## src/rtl/prim_alert_sender_mc.sv

```systemverilog
// ----------------------------------------------------------------------------
// prim_alert_sender_mc
//   N-channel alert sender using the differential alert/ping protocol.
//   Each channel has its own handshake FSM with fatal (sticky) mode,
//   test-alert injection, a handshake-done pulse and signal-integrity flag.
//
// Ports:
//   clk_i         clock
//   rst_ni        asynchronous reset, active-low
//   alert_req_i   [NAlerts]      alert request per channel (level or pulse)
//   alert_test_i  [NAlerts]      single-cycle test alert, ORed with request
//   alert_rx_i    [4*NAlerts]    ch i: {ping_p, ping_n, ack_p, ack_n}
//   alert_tx_o    [2*NAlerts]    ch i: {alert_p, alert_n}, registered
//   alert_ack_o   [NAlerts]      1-cycle pulse when an alert handshake ends
//   alert_pend_o  [NAlerts]      alert latched, not yet sent
//   sigint_o      [NAlerts]      ping/ack pair integrity error, registered
//   alert_cnt_o   [CntW*NAlerts] saturating sent-alert counters
//                                (present only with PRIM_ALERT_SENDER_CNT_EN)
//
// Build option: define PRIM_ALERT_SENDER_CNT_EN to add alert_cnt_o.
// ----------------------------------------------------------------------------

// Differential pair decoder: optional 2-flop synchronizer, integrity check
// (p == n), and level output that holds its last valid value during errors.
module prim_alert_sender_mc_diff_dec #(
    parameter bit AsyncOn = 1'b0
) (
    input  logic clk_i,
    input  logic rst_ni,
    input  logic diff_pi,
    input  logic diff_ni,
    output logic level_o,
    output logic sigint_o
);
    logic w_p, w_n;
    logic r_level;

    if (AsyncOn) begin : g_async
        logic [1:0] r_p_sync, r_n_sync;
        always_ff @(posedge clk_i or negedge rst_ni) begin
            if (!rst_ni) begin
                r_p_sync <= '0;
                r_n_sync <= '1;
            end else begin
                r_p_sync <= {r_p_sync[0], diff_pi};
                r_n_sync <= {r_n_sync[0], diff_ni};
            end
        end
        assign w_p = r_p_sync[1];
        assign w_n = r_n_sync[1];
    end else begin : g_sync
        assign w_p = diff_pi;
        assign w_n = diff_ni;
    end

    assign sigint_o = (w_p == w_n);
    assign level_o  = sigint_o ? r_level : w_p;

    always_ff @(posedge clk_i or negedge rst_ni) begin
        if (!rst_ni) r_level <= 1'b0;
        else         r_level <= level_o;
    end
endmodule

module prim_alert_sender_mc #(
    parameter int unsigned        NAlerts = 2,
    parameter logic [NAlerts-1:0] AsyncOn = '1,
    parameter logic [NAlerts-1:0] IsFatal = '0,
    parameter int unsigned        CntW    = 8
) (
    input  logic                   clk_i,
    input  logic                   rst_ni,
    input  logic [NAlerts-1:0]     alert_req_i,
    input  logic [NAlerts-1:0]     alert_test_i,
    input  logic [4*NAlerts-1:0]   alert_rx_i,
    output logic [2*NAlerts-1:0]   alert_tx_o,
    output logic [NAlerts-1:0]     alert_ack_o,
    output logic [NAlerts-1:0]     alert_pend_o,
    output logic [NAlerts-1:0]     sigint_o
`ifdef PRIM_ALERT_SENDER_CNT_EN
    ,
    output logic [CntW*NAlerts-1:0] alert_cnt_o
`endif
);
    if (NAlerts < 1 || NAlerts > 32 || CntW < 1) begin : g_param_check
        $error("prim_alert_sender_mc: NAlerts must be 1..32 and CntW >= 1");
    end

    typedef enum logic [2:0] {
        Idle     = 3'd0,
        HsPhase1 = 3'd1,
        HsPhase2 = 3'd2,
        Pause0   = 3'd3,
        Pause1   = 3'd4,
        SigInt   = 3'd5
    } state_e;

    for (genvar gi = 0; gi < NAlerts; gi++) begin : g_ch
        logic   w_ping_level, w_ping_sigint, w_ack_level, w_ack_sigint;
        logic   w_sigint, w_ping_event, w_req;
        logic   r_ping_q;
        state_e r_state, w_state_d;
        logic   r_p, r_n, w_p_d, w_n_d;
        logic   r_alert_set, w_alert_set_d, r_ping_set, w_ping_set_d;
        logic   r_served_alert, w_served_alert_d;
        logic   r_ack, w_ack_d, r_sigint;
        logic   w_alert_clr, w_ping_clr;

        prim_alert_sender_mc_diff_dec #(
            .AsyncOn (AsyncOn[gi])
        ) u_ping_dec (
            .clk_i    (clk_i),
            .rst_ni   (rst_ni),
            .diff_pi  (alert_rx_i[4*gi+3]),
            .diff_ni  (alert_rx_i[4*gi+2]),
            .level_o  (w_ping_level),
            .sigint_o (w_ping_sigint)
        );

        prim_alert_sender_mc_diff_dec #(
            .AsyncOn (AsyncOn[gi])
        ) u_ack_dec (
            .clk_i    (clk_i),
            .rst_ni   (rst_ni),
            .diff_pi  (alert_rx_i[4*gi+1]),
            .diff_ni  (alert_rx_i[4*gi]),
            .level_o  (w_ack_level),
            .sigint_o (w_ack_sigint)
        );

        assign w_req        = alert_req_i[gi] | alert_test_i[gi];
        assign w_sigint     = w_ping_sigint | w_ack_sigint;
        // Ping requests are signalled by toggling the ping pair.
        assign w_ping_event = w_ping_level ^ r_ping_q;

        assign w_alert_set_d = (w_alert_clr && !IsFatal[gi]) ? 1'b0
                                                             : (r_alert_set | w_req);
        assign w_ping_set_d  = w_ping_clr ? 1'b0 : (r_ping_set | w_ping_event);

        always_comb begin
            w_state_d        = r_state;
            w_p_d            = 1'b0;
            w_n_d            = 1'b1;
            w_alert_clr      = 1'b0;
            w_ping_clr       = 1'b0;
            w_ack_d          = 1'b0;
            w_served_alert_d = r_served_alert;
            case (r_state)
                Idle: begin
                    if (w_req || r_alert_set || w_ping_event || r_ping_set) begin
                        w_state_d = HsPhase1;
                        w_p_d     = 1'b1;
                        w_n_d     = 1'b0;
                        // Pings win; a concurrent alert stays latched.
                        if (w_ping_event || r_ping_set) begin
                            w_ping_clr       = 1'b1;
                            w_served_alert_d = 1'b0;
                        end else begin
                            w_alert_clr      = 1'b1;
                            w_served_alert_d = 1'b1;
                        end
                    end
                end
                HsPhase1: begin
                    w_p_d = 1'b1;
                    w_n_d = 1'b0;
                    if (w_ack_level) begin
                        w_state_d = HsPhase2;
                        w_p_d     = 1'b0;
                        w_n_d     = 1'b1;
                    end
                end
                HsPhase2: begin
                    if (!w_ack_level) begin
                        w_state_d = Pause0;
                        w_ack_d   = r_served_alert;
                    end
                end
                Pause0: w_state_d = Pause1;
                Pause1: w_state_d = Idle;
                SigInt: begin
                    if (w_sigint) begin
                        w_p_d = ~r_p;
                        w_n_d = ~r_p;
                    end else begin
                        w_state_d = Idle;
                    end
                end
                default: w_state_d = Idle;
            endcase
            // Integrity error overrides everything; clears are withheld so
            // pending work is re-sent after recovery.
            if (w_sigint && r_state != SigInt) begin
                w_state_d        = SigInt;
                w_p_d            = 1'b0;
                w_n_d            = 1'b0;
                w_alert_clr      = 1'b0;
                w_ping_clr       = 1'b0;
                w_ack_d          = 1'b0;
                w_served_alert_d = r_served_alert;
            end
        end

        always_ff @(posedge clk_i or negedge rst_ni) begin
            if (!rst_ni) begin
                r_state        <= Idle;
                r_p            <= 1'b0;
                r_n            <= 1'b1;
                r_alert_set    <= 1'b0;
                r_ping_set     <= 1'b0;
                r_served_alert <= 1'b0;
                r_ack          <= 1'b0;
                r_sigint       <= 1'b0;
                r_ping_q       <= 1'b0;
            end else begin
                r_state        <= w_state_d;
                r_p            <= w_p_d;
                r_n            <= w_n_d;
                r_alert_set    <= w_alert_set_d;
                r_ping_set     <= w_ping_set_d;
                r_served_alert <= w_served_alert_d;
                r_ack          <= w_ack_d;
                r_sigint       <= w_sigint;
                r_ping_q       <= w_ping_level;
            end
        end

        assign alert_tx_o[2*gi+1] = r_p;
        assign alert_tx_o[2*gi]   = r_n;
        assign alert_ack_o[gi]    = r_ack;
        assign alert_pend_o[gi]   = r_alert_set;
        assign sigint_o[gi]       = r_sigint;

`ifdef PRIM_ALERT_SENDER_CNT_EN
        logic [CntW-1:0] r_cnt;
        always_ff @(posedge clk_i or negedge rst_ni) begin
            if (!rst_ni) begin
                r_cnt <= '0;
            end else if (r_ack && (r_cnt != '1)) begin
                r_cnt <= r_cnt + CntW'(1);
            end
        end
        assign alert_cnt_o[gi*CntW +: CntW] = r_cnt;
`endif
    end
endmodule

```

## config.mk

```make
export PLATFORM = sky130hd
export DESIGN_NAME = prim_alert_sender_mc
export DESIGN_NICKNAME = d
export VERILOG_FILES = /design/src/rtl/prim_alert_sender_mc.sv
export SDC_FILE = /design/constraint.sdc
export NUM_CORES = 1
export LEC_CHECK = 0
export BUFFER_PORTS_ARGS = -buffer_cell sky130_fd_sc_hd__clkbuf_2
export CELL_PAD_IN_SITES_DETAIL_PLACEMENT = 0
export CELL_PAD_IN_SITES_GLOBAL_PLACEMENT = 1
export CORE_ASPECT_RATIO = 0.6
export CORE_MARGIN = 4
export CORE_UTILIZATION = 44
export DETAILED_ROUTE_END_ITERATION = 8
export GPL_ROUTABILITY_DRIVEN = 0
export PLACE_DENSITY_LB_ADDON = 0.1
export SYNTH_ARGS = -nofsm -noshare
export SYNTH_HDL_FRONTEND = slang
export SYNTH_SLANG_ARGS = --single-unit
```

## constraint.sdc

```tcl
create_clock -name clk_i -period 1.5 [get_ports clk_i]
set_input_delay 0.3 -clock clk_i [delete_from_list [all_inputs] [get_ports clk_i]]
set_output_delay 0.3 -clock clk_i [all_outputs]
set_load 0.01 [all_outputs]
```

Word-level counts from Yosys, hierarchy flattened. Index checks and enable logic that the tools add are counted.

Register bits after elaboration: 40. Input bits: 14.

Equality and inequality tests: 22. Multiplexer cells: 62. Bitwise logic cells: 14. Reduce and logical (&&, ||, !) cells: 16.

Operators with widths (number): 1-bit 2-to-1 mux (46); 3-bit 2-to-1 mux (10); 3-bit case mux with 5 select lines (2); 3-bit inequality test (second input constant) (8); 3-bit by 2-bit == test with 1-bit output (second input constant) (4); 1-bit case mux with 3 select lines (4); 1-bit logical OR (8); 1-bit bitwise OR (8); 4-bit AND reduction (2); 3-bit by 1-bit == test with 1-bit output (second input constant) (2); 3-bit == test (second input constant) (2); 3-bit zero test (2); 3-bit by 2-bit inequality test with 1-bit output (second input constant) (2); 3-bit AND reduction (2); 1-bit == test (4); 1-bit NOT (4); 1-bit logical AND (2); 1-bit XOR (2).

Depth between registers and ports, before layout. Gate-level depths: netlist of the first run.

Word-level depth: 9. Gate-level depth with buffers: 5. Mapped depth without buffers: 4.

Modules after synthesis. A second synthesis of the first run with hierarchy kept.

Cells, all modules: 137. Area, all modules: 1684.1 µm².

Modules (own cells, without submodules): prim_alert_sender_mc (times used 1, cells each 101, area each 1088.5 µm², seq. area each 553.0 µm²); prim_alert_sender_mc_diff_dec (times used 4, cells each 9, area each 148.9 µm², seq. area each 127.6 µm²).

Least setup slack after synthesis of the first run. OpenSTA, ideal clock, no wires.

Path type: register to register. Start: reg g_ch[1].u_ping_dec.g_async.r_n_sync[1]. End: reg g_ch[1].r_n. Setup time: 0.073 ns. Arrival time: 1.291 ns. Path slack: 0.136 ns. Stages on the path, launching flop included: 5. Buffers on the path: 0. Period minus slack after synthesis: 1.364 ns. Path through: dfstp_2 -> nor3b_1 -> a211o_1 -> or3_1 -> a21oi_1.

Cells in the longest elaborated chain, start to end: 8.

Ends and longest elaborated chain: start: declaration (line 39) `logic [1:0] r_p_sync, r_n_sync;`; start signal: assignment (line 46) `r_n_sync <= {r_n_sync[0], diff_ni};`; 1-bit == test (*) (line 56) `assign sigint_o = (w_p == w_n);`; 1-bit 2-to-1 mux (line 57) `assign level_o = sigint_o ? r_level : w_p;`; 1-bit XOR (line 134) `assign w_ping_event = w_ping_level ^ r_ping_q;`; 1-bit logical OR (2 in a row) (line 150) `if (w_req || r_alert_set || w_ping_event || r_ping_set) begin`; 1-bit 2-to-1 mux (line 150); 1-bit case mux with 3 select lines (line 148) `case (r_state)`; 1-bit 2-to-1 mux (*) (line 193) `if (w_sigint && r_state != SigInt) begin`; via g_ch[1].w_n_d (line 103) `logic r_p, r_n, w_p_d, w_n_d;`; end signal: assignment (line 218) `r_n <= w_n_d;`; end: declaration (line 103).

The timed path passes the listed nets; every way through them passes the cells marked *. A chain may end at the register's enable or synchronous reset.

Worst setup path in the final report of the first run. Same ends and word-level chain as after synthesis.

==> metrics, run 1 <==
CTS tree done; mux cell area share after synthesis 0%; Initial Util about 48%; outcome complete, no violations; number of nets in the layout 180; clock tree root driver cell sky130_fd_sc_hd__clkbuf_8; arrival time at the worst endpoint between 1.5 and 2 ns; sequential share of the synthesized area around 62%; grt total ovfl 0; largest net degree at the start of global routing 27; Compound-Gate Fraction of Synth Area roughly 14%; reg-to-reg critical path startpoint g_ch[1].u_ping_dec.g_async.r_n_sync[1]; mapped cell area ~0.0016 mm2; nature of the critical path endpoint flip-flop; cell with the largest stage delay on the worst path sky130_fd_sc_hd__dfstp_2; num rows 16; Worst Hold Depth 1; Area Growth Syn to Fin 18.0%; Filler Cell Count 284; placed instance count 202; worst-case clock buffer depth 2; count of cells along the worst register-to-register path 4; kind of start point of the critical path flip-flop; number of I/O port buffers 23; starting DRC count in detailed routing 38; combinational family with the most area after synthesis simple AND/OR/NAND/NOR gates; x dimension of the die between 80 and 90 um; RSZ-0062 raised after global routing yes; total routed wirelength between 2000 and 3000 um; top cells by area in the synthesized netlist sky130_fd_sc_hd__dfrtp_1, sky130_fd_sc_hd__dfstp_2, sky130_fd_sc_hd__buf_4, sky130_fd_sc_hd__a21oi_1, sky130_fd_sc_hd__nor2b_1; distinct cell type count after synthesis 39; number of buffers and inverters on the critical path 0; most used flip-flop cell after synthesis sky130_fd_sc_hd__dfrtp_1; H-tree depth 2; syn avg cell area between 10 and 15 um2; number of buffers created by CTS 5; post-synthesis share of cell area spent on full adders, half adders and majority gates less than 1%; syn nets 156; commonest cells after routing, fill and taps aside sky130_fd_sc_hd__dfrtp_1, sky130_fd_sc_hd__clkbuf_2, sky130_fd_sc_hd__dfstp_2, sky130_fd_sc_hd__nor2_1, sky130_fd_sc_hd__a21oi_1; final instance count without filler cells ~210; antenna cells 0; classification of the worst-slack hold path input port to flip-flop; Tmin final 1.43 ns; clock-pin transition on the worst setup and hold timing paths ~0.08 ns; post-route antenna net violation count 0; Synth warnings 0; Hold Fails Final Rpt 0; CP Cell Sequence nor3b_1 > a211o_1 > or3_4 > a21oi_2; post-route worst hold slack 0.0841 ns; Remaining DRCs 0; total die area about 0.0048 mm2; family of cells with the greatest summed delay on the critical path flip-flops; routed length per placed instance about 14 um; ratio of routed vias to standard cells ~5; dominant cell type by area after synthesis sky130_fd_sc_hd__dfrtp_1; first-pass GRT wire length between 4000 and 5000 um; Post-Syn Instances between 100 and 150; # clock sinks 40; number of maximum-capacitance violations 0; slew at the pin closest to its max-slew limit approximately 0.57 ns; count of pins on the block boundary 24; vertical extent of the die roughly 55 um; share of final-layout standard cells stronger than drive strength 1 approximately a third; parity-gate share of the synthesized area counting xor and xnor cells under 10%; Max Clock Skew between 0.006 and 0.007 ns; proportion of synthesized flip-flops having asynchronous set or reset 100%; portion of the clock cycle consumed by the worst path in the final layout a little over nine tenths; vias after detailed routing ~1100; endpoint of the worst hold path g_ch[1].u_ping_dec.g_async.r_n_sync[0]; number of synthesized register bits 40; crit-path max FO 4; 1st-pass router iterations 4; critical path's largest stage delay 0.56 ns; total half-perimeter wirelength after legalization and detailed placement around 2000 um; area of the placeable core between 0.003 and 0.004 mm2; VDD IR max between 0.7 and 0.8 mV; Setup Viol. Count Final 0; WS Path Type flip-flop to flip-flop; Worst Path Required roughly 1.7 ns; commonest non-fill, non-tap cell in the layout sky130_fd_sc_hd__dfrtp_1; worst reg2reg endpoint g_ch[1].r_n; total routing usage reported by global routing between 10 and 15%; static leakage power 0.000814 uW; fmax roughly 700 MHz; worst-skew pair later-pin latency just under 0.3 ns; antenna violations before repair 0; power density normalized to cell area about 1300 mW/mm2; Pins Over Slew Limit 0; area share of the largest cell type after synthesis around 46%; via count of the first global-routing pass ~1000; start point of the worst min-delay path alert_rx_i[6]; Post-synth EDFFs 0; basic-gate share of the synthesized area counting and, or, nand and nor cells between 10% and 20%; relative slew slack roughly three fifths; R2R setup slack between 0.06 and 0.07 ns
-- power breakdown --
part	switching, uW	leakage [uW]	internal, uW
Clock	371	0.0000614	544
Sequential	79.2	0.000447	1210
Combinational	192	0.000306	160
-- sequential cells by signal, summed over array words and instances, names as in the netlist --
name / flops
g_ch.u_ping_dec.g_async.r_n_sync: 4
g_ch.u_ack_dec.r_level: 2
g_ch.r_p: 2
g_ch.r_n: 2
g_ch.u_ping_dec.r_level: 2
g_ch.r_sigint: 2
g_ch.r_ack: 2
g_ch.r_served_alert: 2
g_ch.u_ack_dec.g_async.r_n_sync: 4
g_ch.r_ping_set: 2
g_ch.r_state: 6
g_ch.u_ack_dec.g_async.r_p_sync: 4
g_ch.u_ping_dec.g_async.r_p_sync: 4
g_ch.r_alert_set: 2
-- cells in the mapped netlist, types with 2 or more instances --
cell type,instances
sky130_fd_sc_hd__dfrtp_1,30
sky130_fd_sc_hd__a21oi_1,10
sky130_fd_sc_hd__buf_4,10
sky130_fd_sc_hd__dfstp_2,10
sky130_fd_sc_hd__nor2_1,9
sky130_fd_sc_hd__nand2_1,8
sky130_fd_sc_hd__nor2b_1,7
sky130_fd_sc_hd__o21ai_0,7
sky130_fd_sc_hd__or3_1,6
sky130_fd_sc_hd__a211oi_1,4
sky130_fd_sc_hd__nor3_1,4
sky130_fd_sc_hd__inv_1,3
sky130_fd_sc_hd__nand3b_1,3
sky130_fd_sc_hd__a21boi_0,2
sky130_fd_sc_hd__clkbuf_1,2
sky130_fd_sc_hd__nand2b_1,2
sky130_fd_sc_hd__xnor2_1,2
sky130_fd_sc_hd__xor2_1,2
-- per-stage QoR --
stage | total power [uW] | setup slack, ns | util (%) | setup TNS, ns | cell area, um2
CTS | 2580 | 0.0279 | 55.8 | 0 | 1900
finish | 2560 | 0.0674 | 56.7 | 0 | 1930
floorplan | 1550 | 0.136 | - | 0 | 1640
global placement | 1640 | 0.0902 | 52.0 | 0 | 1770
global route | 2710 | -0.0202 | 56.7 | -0.0228 | 1930
detailed placement | 1650 | 0.0622 | 52.0 | 0 | 1770
-- how the worst max path moves through the flow --
stage / start / endpoint / slack, ns / depth (start not counted)
6_report: g_ch[1].u_ping_dec.g_async.r_n_sync[1] / g_ch[1].r_n / 0.07 / 4
3_3_place_gp: g_ch[1].u_ping_dec.g_async.r_n_sync[1] / g_ch[1].r_n / 0.09 / 4
4_1_cts: g_ch[1].u_ping_dec.g_async.r_n_sync[1] / g_ch[1].r_n / 0.03 / 4
3_5_place_dp: g_ch[1].u_ping_dec.g_async.r_n_sync[1] / g_ch[1].r_n / 0.06 / 4
5_1_grt: g_ch[1].u_ping_dec.g_async.r_n_sync[1] / g_ch[1].r_n / -0.02 / 4
2_1_floorplan: g_ch[1].u_ping_dec.g_async.r_n_sync[1] / g_ch[1].r_n / 0.14 / 4
-- what timing repair did --
action                                 4_1_cts  5_1_grt
gates resized for setup                      0        6
hold buffers                                 1        0
endpoints found under the hold margin        8        0
setup endpoints to repair                    0        5
buffers inserted                             0        1
-- cells by family (layout without fill, tap and decap cells) --
group,Yosys count,after routing
flip-flops,40,40
AND/OR/NAND/NOR,46,46
AO/OA/AOI/OAI,35,35
adder cells (fa/ha/maj),1,1
buffers and inverters,16,41
XOR/XNOR,4,4
-- final cells by class --
type	count	area [um2]	share of cell area [%]
flip-flops and latches	40	1010	52.5
multi-input cells	86	544	28.2
repair buffers	30	183	9.47
clock buffers	6	82.6	4.28
well taps	45	56.3	2.92
clock inverters	2	38.8	2.01
inverters	3	11.3	0.584
-- routing by layer --
metal | part of all wire [%] | vias up | global-route usage (%)
met5 | 0 | - | 0
li1 | - | 538 | -
met1 | 54 | 499 | 20.7
met4 | 0.31 | 0 | 4.00
met2 | 40 | 19 | 16.1
met3 | 5.2 | 2 | 6.84
(Power assumes the default switching activity.)
==> run 2: changes to the inputs <==
- ABC_AREA: not set -> 1
- CORE_UTILIZATION: 44 -> 43
==> run 2 against run 1 <==
  * Worst hold slack got worse by 0.0063 ns
  * Global-route usage increased by 0.080 points
  * Cell area increased by 7.1%
  * Via count increased by 19%
  * Clock power decreased by 5.9%
  * Routed wire length increased by 13%
  * Core utilization decreased by 3.3 points
  * Fmax increased by 4.0%
  * Power increased by 13%
  * Highest routed layer unchanged
==> metrics, run 2 <==
vertical extent of the die 58.3 um (+5.6%); syn avg cell area 9.17 um2 (-20%); total area of sequential cells 0.00101 mm2 (unchanged); total die area 0.00536 mm2 (+12%); sequential share of the synthesized area 55.8% (-6.2 points); fmax 726 MHz (+4.0%); classification of the worst-slack hold path input port to flip-flop; Worst Path Required 1.69 ns (-0.03 ns); count of pins on the block boundary 24 (unchanged); CTS tree done; total routing usage reported by global routing 13.6% (+0.080 points); portion of the clock cycle consumed by the worst path in the final layout 91.8% (-3.7 points); R2R setup slack 0.12 ns (+0.06 ns); VDD IR max 0.619 mV (-19%); largest net degree at the start of global routing 41 (+52%); static leakage power 0.00105 uW (+28%); 1st-pass router iterations 4 (unchanged); Max Clock Skew 0.00541 ns (-0.00148 ns); power density normalized to cell area 1400 mW/mm2 (+5.8%); kind of start point of the critical path flip-flop; postcts setup bufs 0 (unchanged); placed instance count 269 (+33%); Post-Syn Instances 198 (+39%); via count of the first global-routing pass 1194 (+18%); Area Growth Syn to Fin 13.9%; Synth warnings 0 (unchanged); worst-skew pair later-pin latency 0.29 ns (about the same); vias after detailed routing 1262 (+19%); num rows 17 (+1); clock-pin transition on the worst setup and hold timing paths 0.08 ns (about the same); Hold Fails Final Rpt 0 (unchanged); proportion of synthesized flip-flops having asynchronous set or reset 100% (unchanged); crit-path max FO 7 (+3); first-pass GRT wire length 5510 um (+13%); total routed wirelength 3240 um (+13%); clock tree root driver cell sky130_fd_sc_hd__clkbuf_8; top cells by area in the synthesized netlist sky130_fd_sc_hd__dfrtp_1, sky130_fd_sc_hd__dfstp_2, sky130_fd_sc_hd__nand2_1, sky130_fd_sc_hd__inv_1, sky130_fd_sc_hd__buf_4; antenna cells 0 (unchanged); H-tree depth 2 (unchanged); dominant cell type by area after synthesis sky130_fd_sc_hd__dfrtp_1; WS Path Type flip-flop to flip-flop; Remaining DRCs 0 (unchanged); mapped cell area 0.00182 mm2 (+11%); fraction of the core area covered by cells at the end of the flow 53.4% (-3.3 points); area share of the largest cell type after synthesis 41.4% (-4.6 points); number of nets in the layout 234 (+30%); number of I/O port buffers 23 (unchanged); relative slew slack 84.1% (+22 points); outcome complete, no violations; area of the multi-input gates 617 um2 (+13%); number of synthesized register bits 40 (unchanged); post-route antenna net violation count 0 (unchanged); area of the placeable core 0.00387 mm2 (+14%); Post-synth EDFFs 0 (unchanged); cell types with the highest counts after synthesis sky130_fd_sc_hd__nand2_1, sky130_fd_sc_hd__dfrtp_1, sky130_fd_sc_hd__inv_1, sky130_fd_sc_hd__nand3_1, sky130_fd_sc_hd__nor2_1; final instance count without filler cells 278 (+31%); Filler Cell Count 374 (+32%); number of buffers created by CTS 5 (unchanged); number of maximum-capacitance violations 0 (unchanged); antenna violations before repair 0 (unchanged); # clock sinks 40 (unchanged); RSZ-0062 raised after global routing no; Tmin final 1.38 ns (-0.0556 ns); most numerous cell in the Yosys netlist sky130_fd_sc_hd__nand2_1; Setup Viol. Count Final 0 (unchanged); number of flip-flops in the largest register 6 (unchanged); setup TNS after final layout 0 ns (unchanged); Initial Util 46.9% (-1.2 points); worst-case clock buffer depth 2 (unchanged); arrival time at the worst endpoint 1.57 ns (-0.08 ns); syn nets 212 (+36%); routed length per placed instance 11.6 um (-14%); total half-perimeter wirelength after legalization and detailed placement 2400 um (+19%); Pins Over Slew Limit 0 (unchanged); grt total ovfl 0 (unchanged); commonest cells after routing, fill and taps aside sky130_fd_sc_hd__nand2_1, sky130_fd_sc_hd__dfrtp_1, sky130_fd_sc_hd__inv_1, sky130_fd_sc_hd__clkbuf_2, sky130_fd_sc_hd__nand3_1; nature of the critical path endpoint flip-flop; share of final-layout standard cells stronger than drive strength 1 30.8% (-2.8 points); distinct cell type count after synthesis 25 (-36%); ratio of routed vias to standard cells 4.54 (-9.0%); commonest non-fill, non-tap cell in the layout sky130_fd_sc_hd__nand2_1; most used flip-flop cell after synthesis sky130_fd_sc_hd__dfrtp_1; slew at the pin closest to its max-slew limit 0.238 ns (-0.331 ns); starting DRC count in detailed routing 81 (+110%); x dimension of the die 91.9 um (+6.0%); most flop-heavy register g_ch.r_state
-- run 2: metal layers --
layer	track usage (%)	vias to the layer above	wire length, um
met5	0	-	0
met4	5.71	0	52
met3	4.85	7	181
met1	20.2	575	1710
met2	17.6	30	1290
li1	-	650	-
-- run 2: path summary, 6_finish.rpt --
path | startpoint | endpoint | depth (start not counted)
setup / recovery | g_ch[1].u_ack_dec.g_async.r_n_sync[1] | g_ch[1].r_state[0] | 9
hold / removal | alert_rx_i[4] | g_ch[1].u_ack_dec.g_async.r_n_sync[0] | 1
setup reg to reg | g_ch[1].u_ack_dec.g_async.r_n_sync[1] | g_ch[1].r_state[0] | 9
hold reg to reg | g_ch[0].u_ack_dec.g_async.r_p_sync[0] | g_ch[0].u_ack_dec.g_async.r_p_sync[1] | 0
max in group asynchronous | rst_ni | g_ch[0].r_n | 3
min in group asynchronous | rst_ni | g_ch[0].u_ping_dec.g_async.r_p_sync[0] | 3
-- run 2: metrics by stage --
| stage | instance area (um2) | hold WS (ns) | power (uW) | worst slack (ns) |
|---|---|---|---|---|
| final | 2070 | 0.0778 | 2900 | 0.123 |
| after global routing | 2070 | 0.0625 | 3090 | 0.00941 |
| after CTS | 2060 | 0.0659 | 2940 | 0.0781 |
| after detailed placement | 1950 | 0.286 | 2060 | 0.0892 |
| after global placement | 1950 | 0.285 | 2040 | 0.122 |
| after floorplan | 1820 | 0.00441 | 1920 | 0.259 |
-- run 2: final cells by class --
type / count / area share (%)
Clock buffer: 6 / 3.51
Timing Repair Buffer: 25 / 7.02
Sequential cell: 40 / 49.0
Clock inverter: 2 / 1.69
Multi-Input combinational cell: 118 / 29.8
Inverter: 30 / 5.45
Tap cell: 57 / 3.45
-- run 2: what timing repair did --
item,4_1_cts,5_1_grt
gates resized for setup,0,1
hold buffers,1,0
setup endpoints to repair,0,2
endpoints found under the hold margin,30,0
-- run 2: power by group --
group	switching (uW)	internal (uW)	total, uW
Sequential	102	1260	1360
Clock	368	494	861
Combinational	428	254	683
-- run 2: kinds of logic (layout without fill, tap and decap cells) --
group | after synthesis | after routing | synth area share, %
buf+inv | 40 | 63 | 10.3
flops | 40 | 40 | 55.8
compound gates | 18 | 18 | 6.89
simple gates | 100 | 100 | 26.9
-- run 2: critical path: stages (launching register included) --
cell	delay (ns)
sky130_fd_sc_hd__dfstp_2	0.53
sky130_fd_sc_hd__nand2_1	0.09
sky130_fd_sc_hd__nand2_2	0.10
sky130_fd_sc_hd__nand2_4	0.10
sky130_fd_sc_hd__inv_2	0.12
sky130_fd_sc_hd__nand3_2	0.08
sky130_fd_sc_hd__nand2_2	0.08
sky130_fd_sc_hd__nand2_1	0.07
sky130_fd_sc_hd__nand2_1	0.06
sky130_fd_sc_hd__nand2_1	0.04
